<file path="src/rtl/pll_seq_pkg.sv">
// Shared types and constants for the PLL lock / reset sequencer.
package pll_seq_pkg;

  // Width of the per-state cycle counter.
  localparam int CNT_W  = 24;
  // Width of the saturating event counters.
  localparam int STAT_W = 8;

  typedef enum logic [1:0] {
    ST_RESET_PLL = 2'd0,
    ST_WAIT_LOCK = 2'd1,
    ST_STABLE    = 2'd2,
    ST_RUN       = 2'd3
  } seq_state_e;

  // Increment that sticks at all-ones instead of wrapping.
  function automatic logic [STAT_W-1:0] sat_inc(input logic [STAT_W-1:0] v);
    return (v == {STAT_W{1'b1}}) ? v : v + STAT_W'(1);
  endfunction

endpackage

</file>
<file path="src/rtl/sync_2ff.sv">
// Two-flop synchronizer for a single asynchronous status bit.
// Output q follows d two clk edges later; both flops clear in reset.
module sync_2ff (
  input  logic clk,
  input  logic rst_n,
  input  logic d,
  output logic q
);

  logic meta_q;
  logic sync_q;

  // Capture the async input, then re-register it to let metastability settle.
  always_ff @(posedge clk) begin
    if (!rst_n) begin
      meta_q <= 1'b0;
      sync_q <= 1'b0;
    end else begin
      meta_q <= d;
      sync_q <= meta_q;
    end
  end

  assign q = sync_q;

endmodule

</file>
<file path="src/rtl/pll_lock_reset_seq.sv">
// PLL lock / reset sequencer.
// Pulses the PLL reset, waits for lock, requires lock to stay high for a
// stable window, then releases the downstream reset. Lock loss in RUN or a
// lock-wait timeout restarts the sequence. All outputs are registered and
// decoded from the next state so they move in the same cycle as the state.
// dbg_state exposes the current state for observation.
module pll_lock_reset_seq
  import pll_seq_pkg::*;
#(
  parameter int unsigned RST_PULSE     = 16,
  parameter int unsigned LOCK_TIMEOUT  = 65536,
  parameter int unsigned STABLE_CYCLES = 4096
) (
  input  logic              clk,
  input  logic              rst_n,
  input  logic              pll_lock,
  output logic              pll_reset,
  output logic              sys_rst_n,
  output logic              ready,
  output logic [STAT_W-1:0] loss_count,
  output logic [STAT_W-1:0] timeout_count,
  output seq_state_e        dbg_state
);

  localparam logic [CNT_W-1:0] RST_LAST    = CNT_W'(RST_PULSE - 1);
  localparam logic [CNT_W-1:0] LOCK_LAST   = CNT_W'(LOCK_TIMEOUT - 1);
  localparam logic [CNT_W-1:0] STABLE_LAST = CNT_W'(STABLE_CYCLES - 1);

  logic              lock_s;

  seq_state_e        state_q,     state_d;
  logic [CNT_W-1:0]  cnt_q,       cnt_d;
  logic [STAT_W-1:0] loss_q,      loss_d;
  logic [STAT_W-1:0] timeout_q,   timeout_d;
  logic              pll_reset_q, pll_reset_d;
  logic              sys_rst_n_q, sys_rst_n_d;
  logic              ready_q,     ready_d;

  sync_2ff u_lock_sync (
    .clk   (clk),
    .rst_n (rst_n),
    .d     (pll_lock),
    .q     (lock_s)
  );

  // Next-state, counter and output decode; lock wins over timeout in WAIT_LOCK.
  always_comb begin
    state_d   = state_q;
    loss_d    = loss_q;
    timeout_d = timeout_q;

    case (state_q)
      ST_RESET_PLL: begin
        if (cnt_q == RST_LAST) state_d = ST_WAIT_LOCK;
      end
      ST_WAIT_LOCK: begin
        if (lock_s) begin
          state_d = ST_STABLE;
        end else if (cnt_q == LOCK_LAST) begin
          state_d   = ST_RESET_PLL;
          timeout_d = sat_inc(timeout_q);
        end
      end
      ST_STABLE: begin
        if (!lock_s) begin
          state_d = ST_WAIT_LOCK;
        end else if (cnt_q == STABLE_LAST) begin
          state_d = ST_RUN;
        end
      end
      ST_RUN: begin
        if (!lock_s) begin
          state_d = ST_WAIT_LOCK;
          loss_d  = sat_inc(loss_q);
        end
      end
      default: state_d = ST_RESET_PLL;
    endcase

    // Counter restarts on every state entry; it has no job in RUN, so it holds.
    if (state_d != state_q) begin
      cnt_d = '0;
    end else if (state_q == ST_RUN) begin
      cnt_d = cnt_q;
    end else begin
      cnt_d = cnt_q + CNT_W'(1);
    end

    pll_reset_d = (state_d == ST_RESET_PLL);
    sys_rst_n_d = (state_d == ST_RUN);
    ready_d     = (state_d == ST_RUN);
  end

  // State, counters and registered outputs.
  always_ff @(posedge clk) begin
    if (!rst_n) begin
      state_q     <= ST_RESET_PLL;
      cnt_q       <= '0;
      loss_q      <= '0;
      timeout_q   <= '0;
      pll_reset_q <= 1'b1;
      sys_rst_n_q <= 1'b0;
      ready_q     <= 1'b0;
    end else begin
      state_q     <= state_d;
      cnt_q       <= cnt_d;
      loss_q      <= loss_d;
      timeout_q   <= timeout_d;
      pll_reset_q <= pll_reset_d;
      sys_rst_n_q <= sys_rst_n_d;
      ready_q     <= ready_d;
    end
  end

  assign pll_reset     = pll_reset_q;
  assign sys_rst_n     = sys_rst_n_q;
  assign ready         = ready_q;
  assign loss_count    = loss_q;
  assign timeout_count = timeout_q;
  assign dbg_state     = state_q;

endmodule

</file>
<file path="config.mk">
export PLATFORM = sky130hd
export DESIGN_NAME = pll_lock_reset_seq
export DESIGN_NICKNAME = d
export VERILOG_FILES = /design/src/rtl/pll_seq_pkg.sv /design/src/rtl/sync_2ff.sv /design/src/rtl/pll_lock_reset_seq.sv
export SDC_FILE = /design/constraint.sdc
export NUM_CORES = 1
export LEC_CHECK = 0
export ABC_AREA = 1
export CAP_MARGIN = 20
export CORE_UTILIZATION = 30
export DETAILED_ROUTE_END_ITERATION = 8
export MAX_ROUTING_LAYER = met4
export PLACE_DENSITY_LB_ADDON = 0.15
export SYNTH_ARGS = -nofsm -noshare
export SYNTH_HDL_FRONTEND = slang
export SYNTH_HIERARCHICAL = 1
export SYNTH_SLANG_ARGS = --single-unit
</file>
<file path="constraint.sdc">
create_clock -name clk -period 2.15 [get_ports clk]
set_clock_uncertainty 0.2 [all_clocks]
set_input_delay 0.43 -clock clk [delete_from_list [all_inputs] [get_ports clk]]
set_output_delay 0.43 -clock clk [all_outputs]
set_load 0.02 [all_outputs]
</file>
==> results of run 1 <==
==> stage by stage <==
stage                     total power [W]  std cells  instance area [um2]  setup slack, ns  hold WS [ns]
after floorplan                  0.000927        317                 2360            0.158         0.190
after global routing              0.00179        455                 2940          0.00895         0.261
after detailed placement         0.000943        447                 2780            0.135         0.210
after CTS                         0.00174        455                 2920           0.0930         0.233
final                             0.00172        455                 2940            0.121         0.226
after global placement           0.000943        447                 2780            0.169         0.208
==> registers in the layout, summed over array words and instances (netlist names) <==
signal,flops
pll_reset,1
cnt_q,24
loss_count,8
ready,1
timeout_count,8
dbg_state,2
u_lock_sync/q,1
u_lock_sync/meta_q,1
==> synth_stat cells (7+ instances only) <==
library cell / n
nand2_1: 54
o21ai_0: 10
xor2_1: 17
nor2_2: 26
nor2_1: 42
nand3_1: 19
xnor2_1: 7
inv_1: 40
nor3_1: 7
dfxtp_1: 46
a21oi_1: 8
nand4_1: 8
==> tightest hold or removal path, cell delays in order, from the launching register on <==
cell and delay, ns:
dfxtp_1 0.32, nand2_1 0.05, inv_1 0.04
==> cell families (layout without fill, tap and decap cells) <==
group                      count (synthesis)  count (layout)  synth area share
muxes                                      1               1           0.00424
and+or+nand+nor                          174             174             0.358
xor gates and xnor gates                  24              24            0.0890
DFF                                       46              46             0.390
adders and majority gates                  3               3            0.0159
buffers and inverters                     46              85            0.0884
AOI/OAI and AO/OA                         23              23            0.0551
==> final timing paths <==
check | start | end | depth (start not counted)
max | dbg_state[1] | dbg_state[1] | 1
min | u_lock_sync/meta_q | u_lock_sync/q | 2
max reg2reg | cnt_q[0] | cnt_q[17] | 13
min reg2reg | u_lock_sync/meta_q | u_lock_sync/q | 2
==> area by class of cell <==
class | count | share of cell area
Inverter | 42 | 0.0537
Sequential cell | 46 | 0.314
Tap cell | 99 | 0.0422
Clock inverter | 2 | 0.0205
Clock buffer | 6 | 0.0281
Multi-Input combinational cell | 225 | 0.424
Timing Repair Buffer | 35 | 0.118
==> cell usage in the layout, fill, tap and decap left out, types with 10 or more instances in the layout <==
cell type and instances:
nor2_1 40, o21ai_0 10, nand3_1 18, nor2_2 28, nand2_1 54, clkdlybuf4s50_1 23
inv_1 38, dfxtp_1 45, xor2_1 17, buf_4 10
==> per-layer routing <==
layer	global-route usage	wire, um	vias up
met5	-	0	-
met4	0.0363	42	0
met3	0.0311	137	4
met2	0.209	2160	27
met1	0.166	2440	862
li1	-	-	1083
==> report_power, final <==
group          internal (W)  switching, W
Clock              0.000496      0.000298
Sequential         0.000859    0.00000511
Combinational     0.0000250     0.0000345
==> repair_timing <==
item                                    4_1_cts  5_1_grt
resized for setup                             0        7
hold endpoints to repair                      0        0
endpoints found under the setup margin        0       28
==> summary.txt, run 1 <==
status = finished, final reports clean
first-pass detailed-route iteration total = 4
syn nets = 323
CTS buffer count = 5
number of global-route vias before repair = 1928
synth warn = 6
Yosys reg bits = 46
worst-path cell chain = clkdlybuf4s50_1
max incr delay on CP = 0.65 ns
antenna violation net count after detailed routing = 0
largest area contributor in the netlist = dfxtp_1
die width = 90.7 um
H-tree levels = 2
final hold viol count = 0
Syn Inst Count = 317
fin crit share = 0.944
final slew viol count = 0
CTS tree = yes
fmax = 493 MHz
GR Overflow Total = 0
Die Area = 8230 um2
synthesis-to-finish area growth = 24.3%
first-pass GRT wire length = 8.60 mm
Req. time, crit path = 1.52 ns
kind of critical path = flop to output port
share of async-settable or async-resettable flops after synthesis = 0
clock sink total = 46
Overall Global Routing Usage = 0.132
setup violators final = 0
number of buffers added on ports = 23
Routed WL per cell = 10.5 um
fin crit period = 2.03 ns
Post-Route WL = 4.78 mm
largest net degree at the start of global routing = 15
routability cong. = 0.790
Leak Pwr = 1.15 nW
Multi-input gate area = 1240 um2
Slew Limit Headroom = 0.757
Worst Tran Pin Value = 0.362 ns
critical path data arrival time = 1.40 ns
clk buf depth = 2
Die Span Y = 90.7 um
DR vias = 1976
share of layout cells above drive strength 1 = 0.180
initial antenna violation count = 0
Yosys cell types = 35
post-CTS setup buffer count = 0
Syn Area/Cell = 7.45 um2
number of fill cells = 778
CTS root buffer = clkbuf_8
FF/Latch Area = 922 um2
vias per cell = 4.34
FP Rows = 31
HPWL Detailed = 3.63 mm
CP Max Fanout = 7
Synth top area share = 0.390
Pwr Density = 585 nW/um2
VDD IR max = 0.243 mV
clk_lat worst skew = 0.29 ns
setup tns final = 0 ns
sequential area share after synthesis = 0.390
# hold bufs at CTS = 0
synthesized area = 2360 um2
CP startpoint kind = flop
HP Class = flop to flop
Starting Density = 0.317
DRT iter0 DRCs = 45
Buf/Inv on CP = 1
family with the most delay on the worst path = buffers and inverters
CP max stage cell = clkdlybuf4s50_1
Clock transition at path regs = 0.09 ns
R2R Setup Slk = 0.21 ns
Worst setup EP type = output port
DRC viols = 0
Final Util = 0.394
# diodes = 0
IO Pins = 24
ys flop type = dfxtp_1
Post-synth EDFFs = 0
core footprint = 7450 um2
RSZ-0062 raised after global routing = false
Nets = 361
Synth area leaders = dfxtp_1, nand2_1, nor2_2, nor2_1, inv_1
max-cap viol count = 0
(Power assumes the default switching activity.)
==> inputs of run 2 (changes only) <==
CORE_UTILIZATION = 56   (was 30)
==> run 2 against run 1 <==
Net effect: core utilization increased by 30 points; worst setup slack worse by 0.0011 ns; first-iteration DRC count up 130%; critical endpoint unchanged; cell area fell by 4.5%; sequential power about the same; power fell by 17%.
==> summary.txt, run 2 (synthesis results as in run 1) <==
placed cell areas = 2700 um2
kind of critical path = flop to output port
routability cong. = 0.858
Finished Cell Area = 2800 um2
clock sink total = 46
Nets = 360
HPWL Detailed = 3.42 mm
Finished Layout Cells = 404
CTS buffer count = 5
share of layout cells above drive strength 1 = 0.164
worst setup path startpoint = dbg_state[1]
CP Max Fanout = 7
Die Area = 4480 um2
DRT iter0 DRCs = 105
Post-Route WL = 4.58 mm
family with the most delay on the worst path = buffers and inverters
first-pass GRT wire length = 7.70 mm
largest net degree at the start of global routing = 15
Final Util = 0.696
register with the most flip-flops = cnt_q
final slew viol count = 0
max incr delay on CP = 0.65 ns
CP max stage cell = clkdlybuf4s50_1
worst-path cell chain = clkdlybuf4s50_1
first-pass detailed-route iteration total = 4
# hold bufs at CTS = 0
Starting Density = 0.586
Req. time, crit path = 1.52 ns
Worst setup EP type = output port
DR vias = 2046
status = finished, final reports clean
VDD IR max = 0.388 mV
Pwr Density = 506 nW/um2
Routed WL per cell = 11.3 um
IO Pins = 24
number of flip-flops under the largest register name = 24
DRC viols = 0
antenna violation net count after detailed routing = 0
critical path data arrival time = 1.40 ns
Die Span Y = 67.0 um
fmax = 493 MHz
max-cap viol count = 0
clk buf depth = 2
reg-to-reg startpoint = cnt_q[1]
WHS = 0.242 ns
H-tree levels = 2
fin crit share = 0.944
number of fill cells = 342
number of buffers added on ports = 23
GR Overflow Total = 0
Slew Limit Headroom = 0.794
die width = 67.0 um
Worst Tran Pin Value = 0.306 ns
setup tns final = 0 ns
most common cell after layout, fill and taps aside = nand2_1
setup violators final = 0
CP startpoint kind = flop
placed insts = 395
FP Rows = 23
worst hold start = u_lock_sync/meta_q
most frequent cells in the layout = nand2_1, dfxtp_1, nor2_1
fin crit period = 2.03 ns
number of global-route vias before repair = 1809
Buf/Inv on CP = 1
synthesis-to-finish area growth = 18.7%
initial antenna violation count = 0
core footprint = 4030 um2
CTS root buffer = clkbuf_8
HP Class = flop to flop
# diodes = 0
clk_lat worst skew = 0.30 ns
Clock transition at path regs = 0.08 ns
final hold viol count = 0
CTS tree = yes
Leak Pwr = 1.11 nW
Overall Global Routing Usage = 0.236
vias per cell = 5.06
==> run 2: cell type report <==
class | instances | area (um2) | area share
tap | 50 | 62.6 | 0.0223
timing repair inverter | 1 | 5.00 | 0.00178
timing repair buffer | 33 | 330 | 0.118
multi-input combinational | 225 | 1250 | 0.444
sequential | 46 | 922 | 0.329
clock buffer | 7 | 76.3 | 0.0272
inverter | 42 | 161 | 0.0576
==> run 2: worst paths after layout <==
kind	to	slack [ns]	depth (start not counted)
min	u_lock_sync/q	0.24	2
max reg2reg	cnt_q[1]	0.17	11
min reg2reg	u_lock_sync/q	0.24	2
max	dbg_state[1]	0.12	1
==> run 2: timing repair <==
| item | CTS | global route |
|---|---|---|
| endpoints found under the setup margin | 0 | 24 |
| hold endpoints to repair | 0 | 0 |
| setup buffers | 0 | 1 |
| resized for setup | 0 | 6 |
==> run 2: per-stage QoR <==
stage	power [W]	setup slack (ns)
finish	0.00142	0.120
global route	0.00148	-0.0221
CTS	0.00143	0.0899
detailed placement	0.000942	0.107
global placement	0.000940	0.124
floorplan	0.000927	0.158
==> run 2: metal layers <==
metal	global-route usage	part of all wire
met4	0.0691	0.011
met5	-	0
met1	0.288	0.48
met2	0.375	0.47
met3	0.0685	0.035
==> run 2: where the power goes <==
part           switching [W]  internal, W
combinational      0.0000348    0.0000251
sequential        0.00000525     0.000859
clock               0.000272     0.000224
